<file path="config.mk">
export PLATFORM = sky130hd
export DESIGN_NAME = tmds_line_sched
export DESIGN_NICKNAME = d
export VERILOG_FILES = /design/src/rtl/tmds_line_sched.sv
export SDC_FILE = /design/constraint.sdc
export NUM_CORES = 1
export LEC_CHECK = 0
export CORE_UTILIZATION = 57
export CTS_CLUSTER_DIAMETER = 50
export CTS_CLUSTER_SIZE = 24
export DETAILED_ROUTE_END_ITERATION = 10
export PLACE_DENSITY = 0.91
export RECOVER_POWER = 50
export SETUP_SLACK_MARGIN = 0.3
export SLEW_MARGIN = 20
export SYNTH_ARGS = -nofsm -noshare
export SYNTH_HDL_FRONTEND = slang
export SYNTH_SLANG_ARGS = --single-unit
</file>
<file path="constraint.sdc">
create_clock -name rx0_pclk -period 2.58 [get_ports rx0_pclk]
set_clock_uncertainty 0.1 [all_clocks]
set_input_delay 0.516 -clock rx0_pclk [delete_from_list [all_inputs] [get_ports rx0_pclk]]
set_output_delay 0.516 -clock rx0_pclk [all_outputs]
set_load 0.03 [all_outputs]
</file>
<file path="src/rtl/tmds_line_sched.sv">
// tmds_line_sched
//   Per-line transmit scheduler that sits behind tmds_timing in the
//   HDMI-to-Ethernet send path. It queues one descriptor {frame, line} per
//   active video line and arbitrates those lines against an aux
//   (audio/infoframe) requester. It hands one job at a time to the Ethernet
//   TX engine over a req/ack/done handshake, and it leaves an inter-frame
//   gap after every job.
//
// Ports
//   rx0_pclk    in   pixel clock, the only clock
//   rstbtn_n    in   asynchronous reset, active HIGH despite the name
//   rx0_vsync   in   vsync from the TMDS decoder (frame tag source)
//   video_en    in   active-pixel flag from tmds_timing
//   video_vcnt  in   [10:0] line counter from tmds_timing
//   aux_req     in   aux job request, level, held until aux_grant
//   aux_grant   out  1-cycle pulse after the engine accepts the aux job
//   tx_req      out  job request to the TX engine
//   tx_is_aux   out  1 = aux job, 0 = video line job (valid with tx_req)
//   tx_line     out  [10:0] line number of a video job (valid with tx_req)
//   tx_frame    out  [7:0] frame tag of a video job (valid with tx_req)
//   tx_ack      in   engine accepted the job (1 cycle)
//   tx_done     in   engine finished the job (1 cycle)
//   line_drop   out  1-cycle pulse when a line is discarded (queue full)
//   drop_cnt    out  [15:0] saturating count of dropped lines
//                    (present only when DROP_CNT_EN is defined)
//
// Parameters
//   QDEPTH   descriptor queue depth, power of 2, >= 2
//   IFG_CYC  idle cycles after tx_done before the next issue (0 = none)
//   AUX_MAX  video grants allowed while aux_req waits before aux is forced
//
// Build option
//   DROP_CNT_EN  adds the drop_cnt output and its counter.

module tmds_line_sched #(
  parameter int QDEPTH  = 4,
  parameter int IFG_CYC = 12,
  parameter int AUX_MAX = 8
) (
  input  logic        rx0_pclk,
  input  logic        rstbtn_n,
  input  logic        rx0_vsync,
  input  logic        video_en,
  input  logic [10:0] video_vcnt,
  input  logic        aux_req,
  output logic        aux_grant,
  output logic        tx_req,
  output logic        tx_is_aux,
  output logic [10:0] tx_line,
  output logic [7:0]  tx_frame,
  input  logic        tx_ack,
  input  logic        tx_done,
  output logic        line_drop
`ifdef DROP_CNT_EN
  ,
  output logic [15:0] drop_cnt
`endif
);

  localparam int QA  = (QDEPTH < 2) ? 1 : $clog2(QDEPTH);
  localparam int QCW = QA + 1;
  localparam int SW  = (AUX_MAX < 1) ? 1 : $clog2(AUX_MAX + 1);
  localparam int GW  = (IFG_CYC < 2) ? 1 : $clog2(IFG_CYC + 1);

  typedef enum logic [1:0] {IDLE, ISSUE, BUSY, GAP} state_t;

  state_t          state, state_next;
  logic            vsync_d;
  logic            video_en_d;
  logic [10:0]     vcnt_d;
  logic [7:0]      frame_cnt;
  logic [18:0]     mem [QDEPTH];
  logic [QA-1:0]   wr_ptr, rd_ptr;
  logic [QCW-1:0]  q_count;
  logic [SW-1:0]   starve_cnt;
  logic [GW-1:0]   gap_cnt;
  logic            sel_aux;
  logic            aux_grant_r;
  logic            line_drop_r;

  logic            line_end;
  logic            q_full, q_empty;
  logic            push, pop;
  logic            aux_sel;
  logic [18:0]     head;

  // A line ends on the first inactive cycle that follows an active one.
  assign line_end = video_en_d & ~video_en;
  assign q_full   = (q_count == QCW'(QDEPTH));
  assign q_empty  = (q_count == '0);
  // Full is judged before any same-cycle pop, so a pop never makes room
  // for a push that lands in the same cycle.
  assign push     = line_end & ~q_full;
  assign pop      = (state == ISSUE) & tx_ack & ~sel_aux;
  assign head     = mem[rd_ptr];
  // Aux wins only if there is no video waiting or video has starved it
  // for AUX_MAX grants.
  assign aux_sel  = aux_req & (q_empty | (starve_cnt == SW'(AUX_MAX)));

  assign aux_grant = aux_grant_r;
  assign line_drop = line_drop_r;

  // Input pipeline and frame counter.
  always_ff @(posedge rx0_pclk or posedge rstbtn_n) begin
    if (rstbtn_n) begin
      vsync_d    <= 1'b0;
      video_en_d <= 1'b0;
      vcnt_d     <= '0;
      frame_cnt  <= '0;
    end else begin
      vsync_d    <= rx0_vsync;
      video_en_d <= video_en;
      vcnt_d     <= video_vcnt;
      if (rx0_vsync & ~vsync_d)
        frame_cnt <= frame_cnt + 8'd1;
    end
  end

  // Descriptor storage carries no reset; validity lives in q_count.
  always_ff @(posedge rx0_pclk) begin
    if (push)
      mem[wr_ptr] <= {frame_cnt, vcnt_d};
  end

  always_ff @(posedge rx0_pclk or posedge rstbtn_n) begin
    if (rstbtn_n) begin
      wr_ptr      <= '0;
      rd_ptr      <= '0;
      q_count     <= '0;
      line_drop_r <= 1'b0;
    end else begin
      line_drop_r <= line_end & q_full;
      if (push)
        wr_ptr <= wr_ptr + QA'(1);
      if (pop)
        rd_ptr <= rd_ptr + QA'(1);
      case ({push, pop})
        2'b10:   q_count <= q_count + QCW'(1);
        2'b01:   q_count <= q_count - QCW'(1);
        default: q_count <= q_count;
      endcase
    end
  end

`ifdef DROP_CNT_EN
  always_ff @(posedge rx0_pclk or posedge rstbtn_n) begin
    if (rstbtn_n)
      drop_cnt <= '0;
    else if (line_end & q_full & (drop_cnt != 16'hFFFF))
      drop_cnt <= drop_cnt + 16'd1;
  end
`endif

  // FSM state register.
  always_ff @(posedge rx0_pclk or posedge rstbtn_n) begin
    if (rstbtn_n)
      state <= IDLE;
    else
      state <= state_next;
  end

  // FSM next-state logic.
  always_comb begin
    state_next = state;
    case (state)
      IDLE:  if (~q_empty | aux_req) state_next = ISSUE;
      ISSUE: if (tx_ack) state_next = BUSY;
      BUSY:  if (tx_done) state_next = (IFG_CYC == 0) ? IDLE : GAP;
      // gap_cnt is loaded with IFG_CYC, so GAP lasts exactly IFG_CYC cycles.
      GAP:   if (gap_cnt <= GW'(1)) state_next = IDLE;
      default: state_next = IDLE;
    endcase
  end

  // FSM outputs: the job fields come straight from state, the latched
  // selection and the queue head, so they stay stable throughout ISSUE.
  always_comb begin
    tx_req    = 1'b0;
    tx_is_aux = 1'b0;
    tx_line   = '0;
    tx_frame  = '0;
    if (state == ISSUE) begin
      tx_req    = 1'b1;
      tx_is_aux = sel_aux;
      if (~sel_aux) begin
        tx_line  = head[10:0];
        tx_frame = head[18:11];
      end
    end
  end

  // Job selection, starvation tracking, gap timer, and the aux grant.
  always_ff @(posedge rx0_pclk or posedge rstbtn_n) begin
    if (rstbtn_n) begin
      sel_aux     <= 1'b0;
      starve_cnt  <= '0;
      gap_cnt     <= '0;
      aux_grant_r <= 1'b0;
    end else begin
      aux_grant_r <= 1'b0;
      if (state == IDLE)
        sel_aux <= aux_sel;
      if ((state == ISSUE) & tx_ack) begin
        if (sel_aux) begin
          aux_grant_r <= 1'b1;
          starve_cnt  <= '0;
        end else if (aux_req & (starve_cnt != SW'(AUX_MAX))) begin
          starve_cnt <= starve_cnt + SW'(1);
        end
      end
      if ((state == BUSY) & tx_done)
        gap_cnt <= GW'(IFG_CYC);
      else if ((state == GAP) & (gap_cnt != '0))
        gap_cnt <= gap_cnt - GW'(1);
    end
  end

endmodule

</file>
# Word level (Yosys, flattened, before mapping)
# Memory sizes are Yosys's and may differ from the RTL's.
# Cells that the tools add are included.
# totals
regBits	41
latch_bits	0
ramBits	76
romBits	0
in_bits	18
output_inout_bits	23
elab_cells	79
memories	1
# classes
n_addsub	7
multipliers	0
n_div	0
n_lt_le_gt_ge	1
eq_ne	12
shift	0
muxes	20
bitwise	17
reduce_logical	8
# mem_list
name	words	word_bits	rd	rd_clocked_by_memory_dff	wr	line	text
mem	4	19	1	0	1	72	logic [18:0] mem [QDEPTH];
# ops
op	count
$mux W11	2
$mux W4	4
$mux W8	2
$and A1 B1 Y1	10
$add A8 B1 Y8 const B	1
$mux W2	4
$ne A2 B2 Y1 const B	4
$pmux W2 S4	1
$eq A2 B2 Y1 const B	3
$mux W1	6
$pmux W3 S2	1
$reduce_bool A2 Y1	3
$not A1 Y1	5
$add A2 B1 Y2 const B	2
$add A4 B1 Y4 const B	1
$eq A2 B1 Y1 const B	2
$eq A4 B4 Y1 const B	1
$le A4 B1 Y1 const B	1
$ne A4 B4 Y1 const B	1
$reduce_and A4 Y1	1
$reduce_bool A4 Y1	1
$sub A4 B1 Y4 const B	1
$add A3 B1 Y3 const B	1
$eq A3 B3 Y1 const B	1
5 further kinds	6

# Logic depth before layout (Yosys ltp)
# depth
depth_word	5
depth_mapped	9
depth_no_buf	9

# Worst setup path after synthesis
# Ideal clock, no wire load.
# synth_path
path_type	register -> register
start	register state[1]
end	register q_count[2]
setup_ns	0.079
t_arrival_ns	2.120
required_time_ns	2.401
slack_ns	0.281
stages_incl_launch_ff	10
synth_period_minus_slack_ns	2.299
cell_sequence	dfrtp_1 -> inv_1 -> ha_1 -> and3_1 -> ha_1 -> inv_1 -> fa_1 -> xor2_1 -> nor2_1 -> xor2_1
# synth_between
elab_chain_cells	5
# synth_lines
item	line	text
start: declaration	67	state_t state, state_next;
start signal: assignment	159	state <= state_next;
$eq A2 B1 Y1 *	94	assign pop = (state == ISSUE) & tx_ack & ~sel_aux;
$and A1 B1 Y1 * (2 in a row)	94	
via pop	83	logic push, pop;
$eq A2 B1 Y1 or $eq A2 B2 Y1 (tied branches)	137	case ({push, pop})
$pmux W3 S2 or $reduce_bool A2 Y1 (tied branches)	-	
end signal: assignment	138	2'b10: q_count <= q_count + QCW'(1);
end signal: assignment	139	2'b01: q_count <= q_count - QCW'(1);
end signal: assignment	140	default: q_count <= q_count;
end: declaration	74	logic [QCW-1:0] q_count;
# Mark *: on every way through the listed nets, which the timed path passes. The rest lies on a longest branch.
# A chain may end at the register's enable or synchronous reset.

# Worst setup path in the final report
# layout_path
start	register rd_ptr[0]
end	output tx_frame[6]
# layout_between
elab_chain_cells	3
# layout_lines
item	line	text
start: declaration	73	logic [QA-1:0] wr_ptr, rd_ptr;
start signal: assignment	136	rd_ptr <= rd_ptr + QA'(1);
$mem_v2 Z4 W19	-	
$mux W8	185	if (~sel_aux) begin
$mux W8	182	if (state == ISSUE) begin
end: declaration	50	output logic [7:0] tx_frame,
# No other way between the ends.

==> results <==
- By area the synthesized netlist is led by sky130_fd_sc_hd__edfxtp_1 48%, sky130_fd_sc_hd__dfrtp_1 22%, sky130_fd_sc_hd__mux4_2 8.6%, sky130_fd_sc_hd__ha_1 4.3%, sky130_fd_sc_hd__and3_1 3.1%.
- The data arrival time of the critical path is ~2000 ps.
- The synthesized area is 4710 µm².
- The library cell contributing the largest single delay on the critical path is sky130_fd_sc_hd__mux4_2.
- The width of the chip is between 90 and 100 µm.
- Of the total synthesized cell area, the portion taken by AND, OR, NAND and NOR gates is approximately 8%.
- For this run, the top clock speed supported by timing is 0.380 GHz.
- The sum of overflow across all layers after global routing is 0.
- Of all nets on the critical path, the largest fanout is 5.
- The synthesized netlist devotes under 10% of its cell area to compound gates.
- The logic depth of the worst register-to-register path is 10.
- The proportion of layout cells with a drive suffix above 1 is between 30% and 40%.
- The source of the worst register-to-register timing path is state[1].
- In this run the clock root is driven by a sky130_fd_sc_hd__clkbuf_8.
- The via count of the first global-routing pass came to around 3100.
- For this block, the via count after detailed routing is about 2800.
- The worst hold path cell count is 0.
- At the end of the flow, the number of nets in the layout was 391.
- Synthesis produced a netlist with a net count of between 300 and 400.
- The CTS clock-pin slew for the worst setup and hold paths is 60 ps.
- Power comes to between 7 and 8 mW.
- The later-pin clock latency in the skew report is 510 ps.
- The worst setup path is captured at an output port.
- The worst path uses 102% of the clock period.
- The total instance count after detailed placement is approximately 430.
- The commonest cells after synthesis are 76 x sky130_fd_sc_hd__edfxtp_1, 41 x sky130_fd_sc_hd__dfrtp_1, 23 x sky130_fd_sc_hd__and3_1, 18 x sky130_fd_sc_hd__mux4_2.
- The netlist uses 33 different library cells.
- The largest net degree at the start of global routing is 26.
- After layout, the minimum clock period comes to roughly 2600 ps.
- The final cell count without fillers is 471.
- The checks that failed: negative setup slack.
- Setup repair after global routing could not meet its margin everywhere.
- For the worst setup path, the data required time is 1960 ps.
- The leading area contributor after synthesis is sky130_fd_sc_hd__edfxtp_1.
- The area of the core is 7850 µm².
- The first-iteration detailed-routing DRC count is ~300.
- The initial utilization of the core area, before any placement, comes to 60.0%.
- The sequential cell area fraction in the yosys report is 70.3%.
- The worst setup margin is -55.0 ps.
- Counting along the longest clock path gives a buffer depth of 2.
- The filler cell count is 386.
- Summed over its instances, the top area cell type makes up 48.5% of the synthesized netlist area.
- Of the post-synthesis cell area, the part taken by muxes is between 9 and 10%.
- The number of antenna violations at the first check in global routing is 0.
- For this run, the slowest stage of the critical path takes 520 ps.
- The number of DRC violations after detailed routing is 0.
- The synthesized design contains 76 enable-type register cells.
- The H-tree generated during clock tree synthesis spans 4 levels.
- The post-DP HPWL is a little under 6000 µm.
- In this run the static leakage power is roughly 2.4 nW.
- Averaged over all synthesized cells, the footprint is between 15 and 20 µm².
- The hold buffer count at cts is 0.
- The worst hold slack across all endpoints is about 410 ps.
- The worst hold path belongs to the class reg2reg.
- In this run the most critical hold path is launched from vcnt_d[7].
- Summing the areas of all xor and xnor instances in the mapped netlist gives between 3 and 4% of the synthesized area.
- At the end of routability-driven placement, the weighted congestion stood at between 0.7 and 0.8.
- The mean routed wirelength per cell is roughly 24 µm.
- The actual transition at the worst max-transition pin is 721 ps.
- 0 antenna diodes ended up in the layout.
- The worst-case hold path end point is mem[2][7].
- The async set or reset register ratio after synthesis is 35.0%.
- Across the run, the number of max-cap violations was 0.
- The combinational family with the most area after synthesis is multiplexers.
- In the synthesized netlist, the number of instances is approximately 280.
- The number of placement rows is 32.
- The headroom to the max-slew limit is between 50% and 60%.
- STA classifies the critical path startpoint as a flip-flop.
- sky130_fd_sc_hd__edfxtp_1 is the most common cell in the netlist.
- The total wire length is around 12000 µm.
- The total of flip-flops plus latches after synthesis is 117.
- TritonCTS created 17 clock buffers.
- For this run, the number of Yosys warnings is 0.
- The total count of max-transition violations in the final report is 0.
- The most used flip-flop cell after synthesis is sky130_fd_sc_hd__edfxtp_1.
- The clock tree from TritonCTS is built.
- The run finished, with violations left.
- The number of nets still failing antenna checks after routing is 0.
- The number of buffers added on ports is 40.
- In the final layout, the multi-input gates occupy ~1400 µm².
- The worst setup path is of the reg2out kind.
- The number of setup violations in the final report is 16.
- The average via count per standard cell is 6.03.
- The final-report hold violation count is 0.
- The critical path's top delay family is multiplexers.
- The top-level port count is 41.
- The first global-routing pass estimated around 18000 µm of wire.
- Dividing total power by cell area gives a power density of between 1000 and 1500 nW/µm².
- The synthesized netlist devotes under 10% of its cell area to adder and majority cells.
- The all-layer global routing usage is 30.0%.
- The first-pass detailed-route iteration total is 4.
- The combined buffer and inverter count along the critical path is 3.
- The floorplan step set the die height to between 90 and 100 µm.
- In this run the register-to-register setup slack is ~420 ps.
- The core occupancy in the finished layout is 79.2%.
- The critical path goes through buf_6 -> buf_12 -> mux4_2 -> and3_4 -> buf_6.
- The area growth from synthesis to final layout is 32.0%.
- The die covers ~8600 µm².
- The maximum vdd drop is about 0.65 mV.
- The reg-to-reg endpoint is q_count[2].
- The cell that appears most often on the critical path is sky130_fd_sc_hd__buf_6.
- Registers take ~3300 µm².
- The clock drives 117 sinks.
==> logic make-up after synthesis <==
| group | Yosys count |
|---|---|
| buf+inv | 24 |
| flops | 117 |
| fa+ha+maj | 17 |
| compound gates | 11 |
| simple gates | 66 |
| mux | 22 |
| xor+xnor | 18 |
==> stage by stage <==
| stage | TNS (ps) | area [µm²] | setup slack, ps |
|---|---|---|---|
| final | -490 | 6210 | -55.0 |
| after global routing | -1150 | 6210 | -86.2 |
| after global placement | 0 | 5390 | 35.6 |
| after CTS | -418 | 6210 | -44.6 |
| after detailed placement | -66.4 | 5390 | -24.4 |
| after floorplan | 0 | 4710 | 387 |
==> cells in the final DEF, fill, tap and decap left out, types with 7 or more instances in the layout <==
cell,netlist,layout
sky130_fd_sc_hd__dfrtp_1,41,40
sky130_fd_sc_hd__clkinv_2,0,7
sky130_fd_sc_hd__xnor2_1,7,7
sky130_fd_sc_hd__dlygate4sd3_1,0,14
sky130_fd_sc_hd__buf_4,0,15
sky130_fd_sc_hd__inv_1,16,15
sky130_fd_sc_hd__clkbuf_16,0,16
sky130_fd_sc_hd__buf_6,2,24
sky130_fd_sc_hd__nand3_1,9,9
sky130_fd_sc_hd__ha_1,16,14
sky130_fd_sc_hd__xor2_1,11,11
sky130_fd_sc_hd__edfxtp_1,76,76
sky130_fd_sc_hd__nand2_1,9,9
sky130_fd_sc_hd__and3_4,0,18
sky130_fd_sc_hd__mux4_2,18,19
==> what timing repair did <==
action	CTS	global route
resized for setup	166	6
endpoints found under the setup margin	23	22
gates cloned	1	0
setup buffers	12	0
pin swaps	15	1
==> where the power goes <==
part / internal, mW / leakage [nW] / switching [mW]
combinational: 1.40 / 0.990 / 1.38
clock: 1.26 / 0.253 / 0.843
sequential: 2.39 / 1.19 / 0.319
==> how the worst max path moves through the flow <==
stage	from	endpoint	slack, ps	cells after the start
floorplan	state[1]	tx_line[0]	390	5
global placement	rd_ptr[0]	tx_line[2]	40	4
detailed placement	rd_ptr[0]	tx_line[2]	-20	4
CTS	rd_ptr[0]	tx_frame[5]	-40	5
global route	rd_ptr[0]	tx_frame[5]	-90	5
finish	rd_ptr[0]	tx_frame[6]	-50	5
==> per-layer routing <==
metal | track usage [%] | vias to the layer above | wire, µm
met3 | 5.83 | 24 | 695
li1 | - | 1182 | -
met2 | 51.2 | 162 | 6170
met4 | 12.7 | 0 | 228
met5 | 0 | - | 0
met1 | 37.5 | 1470 | 4410
==> flip-flops by register name (all words and copies together), names as in the netlist <==
signal and cells:
line_drop 1, q_count 3, mem 76, gap_cnt 4, sel_aux 1, vsync_d 1, frame_cnt 8, aux_grant 1
wr_ptr 2, rd_ptr 2, vcnt_d 11, video_en_d 1, state 2, starve_cnt 4
==> worst reg2reg max path, delay by kind of cell (launching register included) <==
family,cells,cell delay (ps)
xor gates and xnor gates,2,370
adders and majority gates,3,630
buffers and inverters,3,260
DFF,1,390
and+or+nand+nor,2,340
==> area by class of cell <==
cell class                 instances  share of cell area, %
tap                              102                   2.05
clock buffer                      17                   6.67
sequential                       117                   53.3
clock inverter                    15                   1.85
multi-input combinational        134                   22.8
timing repair buffer              70                   12.4
inverter                          16                  0.967
(Power assumes the default switching activity.)
